===== config.mk =====
export PLATFORM = sky130hd
export DESIGN_NAME = fpu_issue_ctrl
export DESIGN_NICKNAME = d
export VERILOG_FILES = /design/src/rtl/fpu_pkg.sv /design/src/rtl/fpu_decode.sv /design/src/rtl/fpu_issue_ctrl.sv
export SDC_FILE = /design/constraint.sdc
export NUM_CORES = 1
export LEC_CHECK = 0
export CORE_MARGIN = 3
export CORE_UTILIZATION = 27
export CTS_BUF_LIST = sky130_fd_sc_hd__clkbuf_8
export DETAILED_ROUTE_END_ITERATION = 7
export GPL_ROUTABILITY_DRIVEN = 0
export PLACE_DENSITY = 0.5
export REMOVE_ABC_BUFFERS = 1
export SYNTH_ARGS = -nofsm -noshare
export SYNTH_HDL_FRONTEND = slang
export SYNTH_HIERARCHICAL = 1
export SYNTH_SLANG_ARGS = --single-unit

===== constraint.sdc =====
create_clock -name clk -period 13.85 [get_ports clk]
set_input_delay 4.155 -clock clk [delete_from_list [all_inputs] [get_ports clk]]
set_output_delay 4.155 -clock clk [all_outputs]
set_load 0.03 [all_outputs]

===== src/rtl/fpu_pkg.sv =====
// Shared types and encodings for the FPU issue controller: operation codes, instruction
// classes, the iterative-unit FSM states and the retire-slot record.
package fpu_pkg;

  localparam int PIPE_LAT_DEF  = 3;
  localparam int NUM_FREGS_DEF = 32;

  typedef enum logic [4:0] {
    OP_FADD, OP_FSUB, OP_FMUL, OP_FDIV, OP_FSQRT,
    OP_FSGNJ, OP_FSGNJN, OP_FSGNJX, OP_FMIN, OP_FMAX,
    OP_FCVT_W_S, OP_FCVT_WU_S, OP_FMV_X_W, OP_FEQ, OP_FLT,
    OP_FLE, OP_FCLASS, OP_FCVT_S_W, OP_FCVT_S_WU, OP_FMV_W_X,
    OP_FMADD, OP_FMSUB, OP_FNMSUB, OP_FNMADD
  } operations;

  typedef enum logic [1:0] {CLS_PIPE, CLS_ITER, CLS_ILLEGAL} op_class_t;

  typedef enum logic [1:0] {DIV_IDLE, DIV_BUSY, DIV_WB} div_state_t;

  // opcode[6:2]
  localparam logic [4:0] OPC_FMADD  = 5'b10000;
  localparam logic [4:0] OPC_FMSUB  = 5'b10001;
  localparam logic [4:0] OPC_FNMSUB = 5'b10010;
  localparam logic [4:0] OPC_FNMADD = 5'b10011;
  localparam logic [4:0] OPC_OPFP   = 5'b10100;

  // OP-FP funct5 [31:27]
  localparam logic [4:0] F5_FADD     = 5'b00000;
  localparam logic [4:0] F5_FSUB     = 5'b00001;
  localparam logic [4:0] F5_FMUL     = 5'b00010;
  localparam logic [4:0] F5_FDIV     = 5'b00011;
  localparam logic [4:0] F5_FSGNJ    = 5'b00100;
  localparam logic [4:0] F5_FMINMAX  = 5'b00101;
  localparam logic [4:0] F5_FSQRT    = 5'b01011;
  localparam logic [4:0] F5_FCMP     = 5'b10100;
  localparam logic [4:0] F5_FCVT_W_S = 5'b11000;
  localparam logic [4:0] F5_FCVT_S_W = 5'b11010;
  localparam logic [4:0] F5_FMV_X_W  = 5'b11100;
  localparam logic [4:0] F5_FMV_W_X  = 5'b11110;

  typedef struct packed {
    logic       valid;
    logic [4:0] rd;
    logic       fp_dest;
  } retire_t;

endpackage


===== src/rtl/fpu_decode.sv =====
// Combinational RV32F decoder: operation, issue class, which FP sources are read and
// whether the destination is an FP register.
module fpu_decode
  import fpu_pkg::*;
(
  input  logic [31:0] instruction,
  output operations   op_code,
  output op_class_t   op_class,
  output logic        use_rs1,
  output logic        use_rs2,
  output logic        use_rs3,
  output logic        fp_dest
);

  logic [4:0] opc;
  logic [4:0] funct5;
  logic [2:0] funct3;

  assign opc    = instruction[6:2];
  assign funct5 = instruction[31:27];
  assign funct3 = instruction[14:12];

  always_comb begin
    // NOTE: every output gets a default before any branch so no path can infer a latch.
    op_code  = OP_FADD;
    op_class = CLS_ILLEGAL;
    use_rs1  = 1'b0;
    use_rs2  = 1'b0;
    use_rs3  = 1'b0;
    fp_dest  = 1'b0;

    if (instruction[1:0] == 2'b11) begin
      case (opc)
        OPC_FMADD, OPC_FMSUB, OPC_FNMSUB, OPC_FNMADD: begin
          op_class = CLS_PIPE;
          use_rs1  = 1'b1;
          use_rs2  = 1'b1;
          use_rs3  = 1'b1;
          fp_dest  = 1'b1;
          case (opc)
            OPC_FMADD:  op_code = OP_FMADD;
            OPC_FMSUB:  op_code = OP_FMSUB;
            OPC_FNMSUB: op_code = OP_FNMSUB;
            default:    op_code = OP_FNMADD;
          endcase
        end
        OPC_OPFP: begin
          op_class = CLS_PIPE;
          use_rs1  = 1'b1;
          use_rs2  = 1'b1;
          fp_dest  = 1'b1;
          case (funct5)
            F5_FADD: op_code = OP_FADD;
            F5_FSUB: op_code = OP_FSUB;
            F5_FMUL: op_code = OP_FMUL;
            F5_FDIV: begin
              op_code  = OP_FDIV;
              op_class = CLS_ITER;
            end
            F5_FSQRT: begin
              op_code  = OP_FSQRT;
              op_class = CLS_ITER;
              use_rs2  = 1'b0;
            end
            F5_FSGNJ: begin
              case (funct3)
                3'b000:  op_code = OP_FSGNJ;
                3'b001:  op_code = OP_FSGNJN;
                3'b010:  op_code = OP_FSGNJX;
                default: op_class = CLS_ILLEGAL;
              endcase
            end
            F5_FMINMAX: begin
              case (funct3)
                3'b000:  op_code = OP_FMIN;
                3'b001:  op_code = OP_FMAX;
                default: op_class = CLS_ILLEGAL;
              endcase
            end
            F5_FCVT_W_S: begin
              op_code = instruction[20] ? OP_FCVT_WU_S : OP_FCVT_W_S;
              fp_dest = 1'b0;
            end
            F5_FCMP: begin
              fp_dest = 1'b0;
              case (funct3)
                3'b010:  op_code = OP_FEQ;
                3'b001:  op_code = OP_FLT;
                3'b000:  op_code = OP_FLE;
                default: op_class = CLS_ILLEGAL;
              endcase
            end
            F5_FMV_X_W: begin
              fp_dest = 1'b0;
              case (funct3)
                3'b000:  op_code = OP_FMV_X_W;
                3'b001:  op_code = OP_FCLASS;
                default: op_class = CLS_ILLEGAL;
              endcase
            end
            F5_FCVT_S_W: begin
              op_code = instruction[20] ? OP_FCVT_S_WU : OP_FCVT_S_W;
              use_rs1 = 1'b0;
              use_rs2 = 1'b0;
            end
            F5_FMV_W_X: begin
              op_code = OP_FMV_W_X;
              use_rs1 = 1'b0;
              use_rs2 = 1'b0;
              if (funct3 != 3'b000) op_class = CLS_ILLEGAL;
            end
            default: op_class = CLS_ILLEGAL;
          endcase
        end
        default: op_class = CLS_ILLEGAL;
      endcase
    end

    // Dropped words must not touch the scoreboard or the hazard check.
    if (op_class == CLS_ILLEGAL) begin
      op_code = OP_FADD;
      use_rs1 = 1'b0;
      use_rs2 = 1'b0;
      use_rs3 = 1'b0;
      fp_dest = 1'b0;
    end
  end

endmodule


===== src/rtl/fpu_issue_ctrl.sv =====
// In-order FPU issue controller: FP register scoreboard, fixed-latency retire shift
// register, iterative-unit FSM and arbitration of the shared FP write port.
module fpu_issue_ctrl
  import fpu_pkg::*;
#(
  parameter int PIPE_LAT  = PIPE_LAT_DEF,
  parameter int NUM_FREGS = NUM_FREGS_DEF
) (
  input  logic        clk,
  input  logic        rst_n,
  input  logic        instr_valid,
  output logic        instr_ready,
  input  logic [31:0] instruction,
  output logic        pipe_issue,
  output logic        div_start,
  output logic [4:0]  op_code,
  input  logic        div_done,
  output logic        div_ack,
  output logic        wb_en,
  output logic [4:0]  wb_rd,
  output logic        wb_sel,
  output logic        illegal_instr
);

  operations  dec_op;
  op_class_t  dec_class;
  logic       use_rs1, use_rs2, use_rs3, dec_fp_dest;

  fpu_decode u_decode (
    .instruction (instruction),
    .op_code     (dec_op),
    .op_class    (dec_class),
    .use_rs1     (use_rs1),
    .use_rs2     (use_rs2),
    .use_rs3     (use_rs3),
    .fp_dest     (dec_fp_dest)
  );

  logic [4:0] rs1, rs2, rs3, rd;
  assign rs1 = instruction[19:15];
  assign rs2 = instruction[24:20];
  assign rs3 = instruction[31:27];
  assign rd  = instruction[11:7];

  logic [NUM_FREGS-1:0] busy, busy_n;
  div_state_t           div_state, div_state_n;
  logic [4:0]           div_rd;
  retire_t              retire_sr [PIPE_LAT];
  retire_t              tail;
  logic                 hazard, ready_raw, issue, div_wr;

  assign tail = retire_sr[PIPE_LAT-1];

  // Hazards read the registered busy bits, so a same-cycle retire does not bypass.
  assign hazard = (use_rs1 && busy[rs1]) || (use_rs2 && busy[rs2]) ||
                  (use_rs3 && busy[rs3]) || (dec_fp_dest && busy[rd]);

  always_comb begin
    ready_raw = 1'b0;
    case (dec_class)
      CLS_PIPE:    ready_raw = !hazard && (div_state != DIV_WB);
      CLS_ITER:    ready_raw = !hazard && (div_state == DIV_IDLE);
      default:     ready_raw = 1'b1;
    endcase
  end

  assign instr_ready = rst_n && ready_raw;
  assign issue       = instr_valid && instr_ready;

  // The iterative result only takes the write port when no pipe result is retiring.
  always_comb begin
    div_state_n = div_state;
    div_wr      = 1'b0;
    case (div_state)
      DIV_IDLE: if (issue && dec_class == CLS_ITER) div_state_n = DIV_BUSY;
      DIV_BUSY: if (div_done) div_state_n = DIV_WB;
      DIV_WB: begin
        if (!tail.valid) begin
          div_wr      = 1'b1;
          div_state_n = DIV_IDLE;
        end
      end
      default: div_state_n = DIV_IDLE;
    endcase
  end

  // Clears are applied before the issue set, so retire+issue to one rd leaves it busy.
  always_comb begin
    busy_n = busy;
    if (tail.valid && tail.fp_dest) busy_n[tail.rd] = 1'b0;
    if (div_wr)                     busy_n[div_rd]  = 1'b0;
    if (issue && dec_fp_dest)       busy_n[rd]      = 1'b1;
  end

  always_ff @(posedge clk) begin
    if (!rst_n) begin
      // NOTE: the retire slots are control state (valid bits), so they are reset like any flop.
      busy          <= '0;
      div_state     <= DIV_IDLE;
      div_rd        <= '0;
      for (int i = 0; i < PIPE_LAT; i++) retire_sr[i] <= '0;
      pipe_issue    <= 1'b0;
      div_start     <= 1'b0;
      op_code       <= '0;
      illegal_instr <= 1'b0;
      wb_en         <= 1'b0;
      wb_rd         <= '0;
      wb_sel        <= 1'b0;
      div_ack       <= 1'b0;
    end else begin
      // NOTE: non-blocking assignments here so every flop samples pre-edge values.
      busy          <= busy_n;
      div_state     <= div_state_n;
      pipe_issue    <= issue && (dec_class == CLS_PIPE);
      div_start     <= issue && (dec_class == CLS_ITER);
      illegal_instr <= issue && (dec_class == CLS_ILLEGAL);
      op_code       <= (issue && dec_class != CLS_ILLEGAL) ? dec_op : '0;
      if (issue && dec_class == CLS_ITER) div_rd <= rd;

      retire_sr[0] <= '{valid: issue && (dec_class == CLS_PIPE), rd: rd, fp_dest: dec_fp_dest};
      for (int i = 1; i < PIPE_LAT; i++) retire_sr[i] <= retire_sr[i-1];

      if (tail.valid) begin
        wb_en   <= tail.fp_dest;
        wb_rd   <= tail.rd;
        wb_sel  <= 1'b0;
        div_ack <= 1'b0;
      end else if (div_wr) begin
        wb_en   <= 1'b1;
        wb_rd   <= div_rd;
        wb_sel  <= 1'b1;
        div_ack <= 1'b1;
      end else begin
        wb_en   <= 1'b0;
        wb_sel  <= 1'b0;
        div_ack <= 1'b0;
      end
    end
  end

endmodule


==> impl_results.md <==
- Clock tree buffer depth: 2
- Hold Path Class: flop to flop
- WP buf/inv: 3
- Count of yosys warnings during synthesis: 6
- Initial DRT Pass Iterations: 8
- Crit end category: output port
- N_diodes: 0
- CP most frequent cell: clkdlybuf4s50_1
- Worst setup margin: approximately 1.4 ns
- IO buf count: 50
- Period minus WS final: 12.41 ns
- Final period utilization: 89.6%
- Final wirelength: 16900 microns
- Pwr Density: 78.4 nW/um^2
- Logic pwr share: approximately an eighth
- CP Cell Sequence: clkdlybuf4s50_1 -> nand4b_1 -> o31ai_1 -> a31o_4 -> nor2_1 -> nand2b_1 -> a311oi_1 -> and4b_1 -> nor4_2 -> a41oi_4 -> inv_1 -> clkdlybuf4s50_1
- Pre-CTS worst setup slack: 1.38 ns
- Worst hold margin: ~0.43 ns
- Final net count: 640
- Yosys reg bits: 74
- FP Rows: 48
- Main flop type after synthesis: dfxtp_1
- Pint: about 0.00032 W
- Final setup viols: 0
- Slew margin rel.: about 11%
- Initial antenna violation count: 0
- Fin. max-slew vios: 0
- Largest cells by area after synthesis: dfxtp_1, mux2i_1, nand2_1, mux4_2, o2111ai_1
- Hpwl dp: 12000 microns
- Status: finished, final reports clean
- DR vias: between 4000 and 5000
- Yosys top cell area share: 29.9%
- Vias in the first global route: 4752
- Worst skew pair latency: 0.39 ns
- Final hold vios: 0
- Core area: 17700 sq um
- Area leader, netlist: dfxtp_1
- Num CTS Buffers: 9
- FMAX: slightly above 80 MHz
- Die X: 142 microns
- Lkg Pwr: slightly above 2 nW
- Mean Syn Cell Area: 8.51 sq um
- Grt total ovfl: 0
- Crit path launch type: primary input
- # DRC: 0
- Cell count after synthesis: approximately 580
- Clock Pin Slew Worst Setup and Hold Paths: ~0.080 ns
- Critical path's largest stage delay: 1.06 ns
- Number of flops mapped to enable cells by yosys: 0
- Area occupied by multi-input gates: roughly 3200 sq um
- Gates resized, CTS repair: 0
- Starting Density: 28.1%
- Reg power frac: 47.6%
- Sw Pwr: 0.000131 W
- VDD IR-drop max: 45.5 uV
- Pin count of the biggest net entering global routing: 72
- Synth-to-layout area growth: 16.8%
- DR WL/cell: 20.2 microns
- Crit path kind: primary input to output port
- # hold bufs at CTS: 0
- H-tree depth: 3
- Most common cell in the netlist: nand2_1
- Post-CTS Setup Bufs: 0
- CTS tree: built
- Crit path max-delay cell type: clkdlybuf4s50_1
- Switch share: between 20% and 30%
- Detail Route Antenna Nets: 0
- Kind of cell adding the most delay to the critical path: buffers and inverters
- FILL cells: 1865
- First-pass GRT wire length: about 27000 microns
- Worst Path Arrival: 8.26 ns
- Clk pwr share: 40.0%
- Vias/cell: roughly 5.7
- Worst-path maximum fanout: 24
- Total power: 0.000454 W
- Die Ht: 142 microns
- Clock sinks: 74
- Layout cells sized above 1: 11.0%
- Distinct cells, synth: 70
- Worst Skew: 0.0234 ns
- Asr flop ratio synth: 0%
- RSZ-0062 raised after global routing: no
- Initial DRC count: 519
- Worst slew pin tran: 1.33 ns
- Root buffer cell: clkbuf_8
- Setup TNS: 0 ns
- Die ar.: 20000 sq um
- Register Area: 1480 sq um
- Post-synth top cells: nand2_1, dfxtp_1, mux2i_1
- Synth Cell Area: 4960 sq um
- Max Cap Viol: 0
- Io pins: 53
- Total Routing Usage GR: 17.0%
- Sequential area share after synthesis: 29.9%
- Worst EP required: 9.69 ns
[power by group through the flow]
stage | clock network (W) | registers, W | logic, W
global route | 0.000195 | 0.000217 | 0.0000608
global placement | 0 | 0.000221 | 0.0000553
detailed placement | 0 | 0.000221 | 0.0000559
CTS | 0.000186 | 0.000216 | 0.0000561
floorplan | 0 | 0.000221 | 0.0000225
finish | 0.000182 | 0.000216 | 0.0000560
[routing by layer]
| layer | vias up | track usage [%] | part of all wire, % |
|---|---|---|---|
| met1 | 2269 | 22.8 | 43 |
| met5 | - | 0 | 0 |
| met2 | 222 | 26.6 | 46 |
| met4 | 0 | 6.41 | 2.9 |
| met3 | 46 | 4.21 | 8.5 |
| li1 | 2219 | - | - |
[per-stage QoR]
stage / instances / instance area (sq um) / util, %
final: 834 / 5790 / 32.8
after global routing: 834 / 5790 / 32.8
after CTS: 834 / 5790 / 32.8
after detailed placement: 818 / 5590 / 31.6
after global placement: 818 / 5590 / 31.6
after floorplan: 537 / 4760 / -
[cells by family after synthesis]
| kind of cell | count (synthesis) | synth area share (%) |
|---|---|---|
| simple gates | 260 | 28.9 |
| compound gates | 122 | 19.5 |
| xor+xnor | 2 | 0.353 |
| buf+inv | 64 | 5.42 |
| mux | 61 | 16.0 |
| flops | 74 | 29.9 |
[placed cells by master (no fill, tap or decap), drive strengths merged, types with 3 or more instances in the layout]
cell type      synthesis  routed
nand4                  4       4
o21ai                 33      33
o211ai                 4       4
nand3                 23      23
or3b                   4       4
nand3b                 7       7
nor3b                 12      12
a21oi                  9       9
inv                   18      22
nor4                   4       4
mux4                  14      14
a311oi                 5       5
buf                   15       7
mux2i                 40      40
nor2b                  6       6
dfxtp                 74      74
nand2                 89      89
or2                    3       3
nor2                  31      31
a31oi                  4       4
a21boi                 3       3
mux2                   7       7
clkbuf                31       9
o41ai                  9       9
and2                  24      24
o2111ai               32      32
or3                    7       7
nor3                  10      10
and3b                  3       3
o22ai                  5       5
and3                  11      11
nand2b                 9       9
nand4b                 5       5
nor4b                  4       4
clkdlybuf4s50          0      49
[flip-flops by register name, indices dropped and copies added, names as in the netlist]
name           count
illegal_instr      1
div_state          2
op_code            5
div_rd             5
wb_rd              5
div_start          1
wb_sel             1
retire_sr         21
busy              32
wb_en              1
[cell type report]
cell class                      count  area share (%)
Timing Repair Buffer               56            9.33
Tap cell                          225            4.86
Inverter                           18            1.17
Sequential cell                    74            25.6
Multi-Input combinational cell    445            55.5
Clock buffer                        9            2.14
Clock inverter                      7            1.43
[worst register-to-register path, cell delays in order, from the launching register on]
cell and delay (ns):
dfxtp_1 0.41, mux4_2 0.50, a21oi_1 0.16, nor3b_1 0.07, o41ai_2 0.67, a41oi_4 0.26
buf_4 0.32, nor2b_2 0.22, nor3b_1 0.19
[worst paths after layout]
path                                                  from                    endpoint  slack [ns]  depth (start not counted)
worst max-delay path                       instruction[30]                 instr_ready        1.44                         12
worst min-delay path            retire_sr[0][0]$_SDFF_PN0_  retire_sr[0][7]$_SDFF_PN0_        0.43                          1
worst max register to register         busy[23]$_SDFF_PN0_  retire_sr[0][6]$_SDFF_PN0_       10.96                          8
worst min register to register  retire_sr[0][0]$_SDFF_PN0_  retire_sr[0][7]$_SDFF_PN0_        0.43                          1
(Power assumes the default switching activity.)
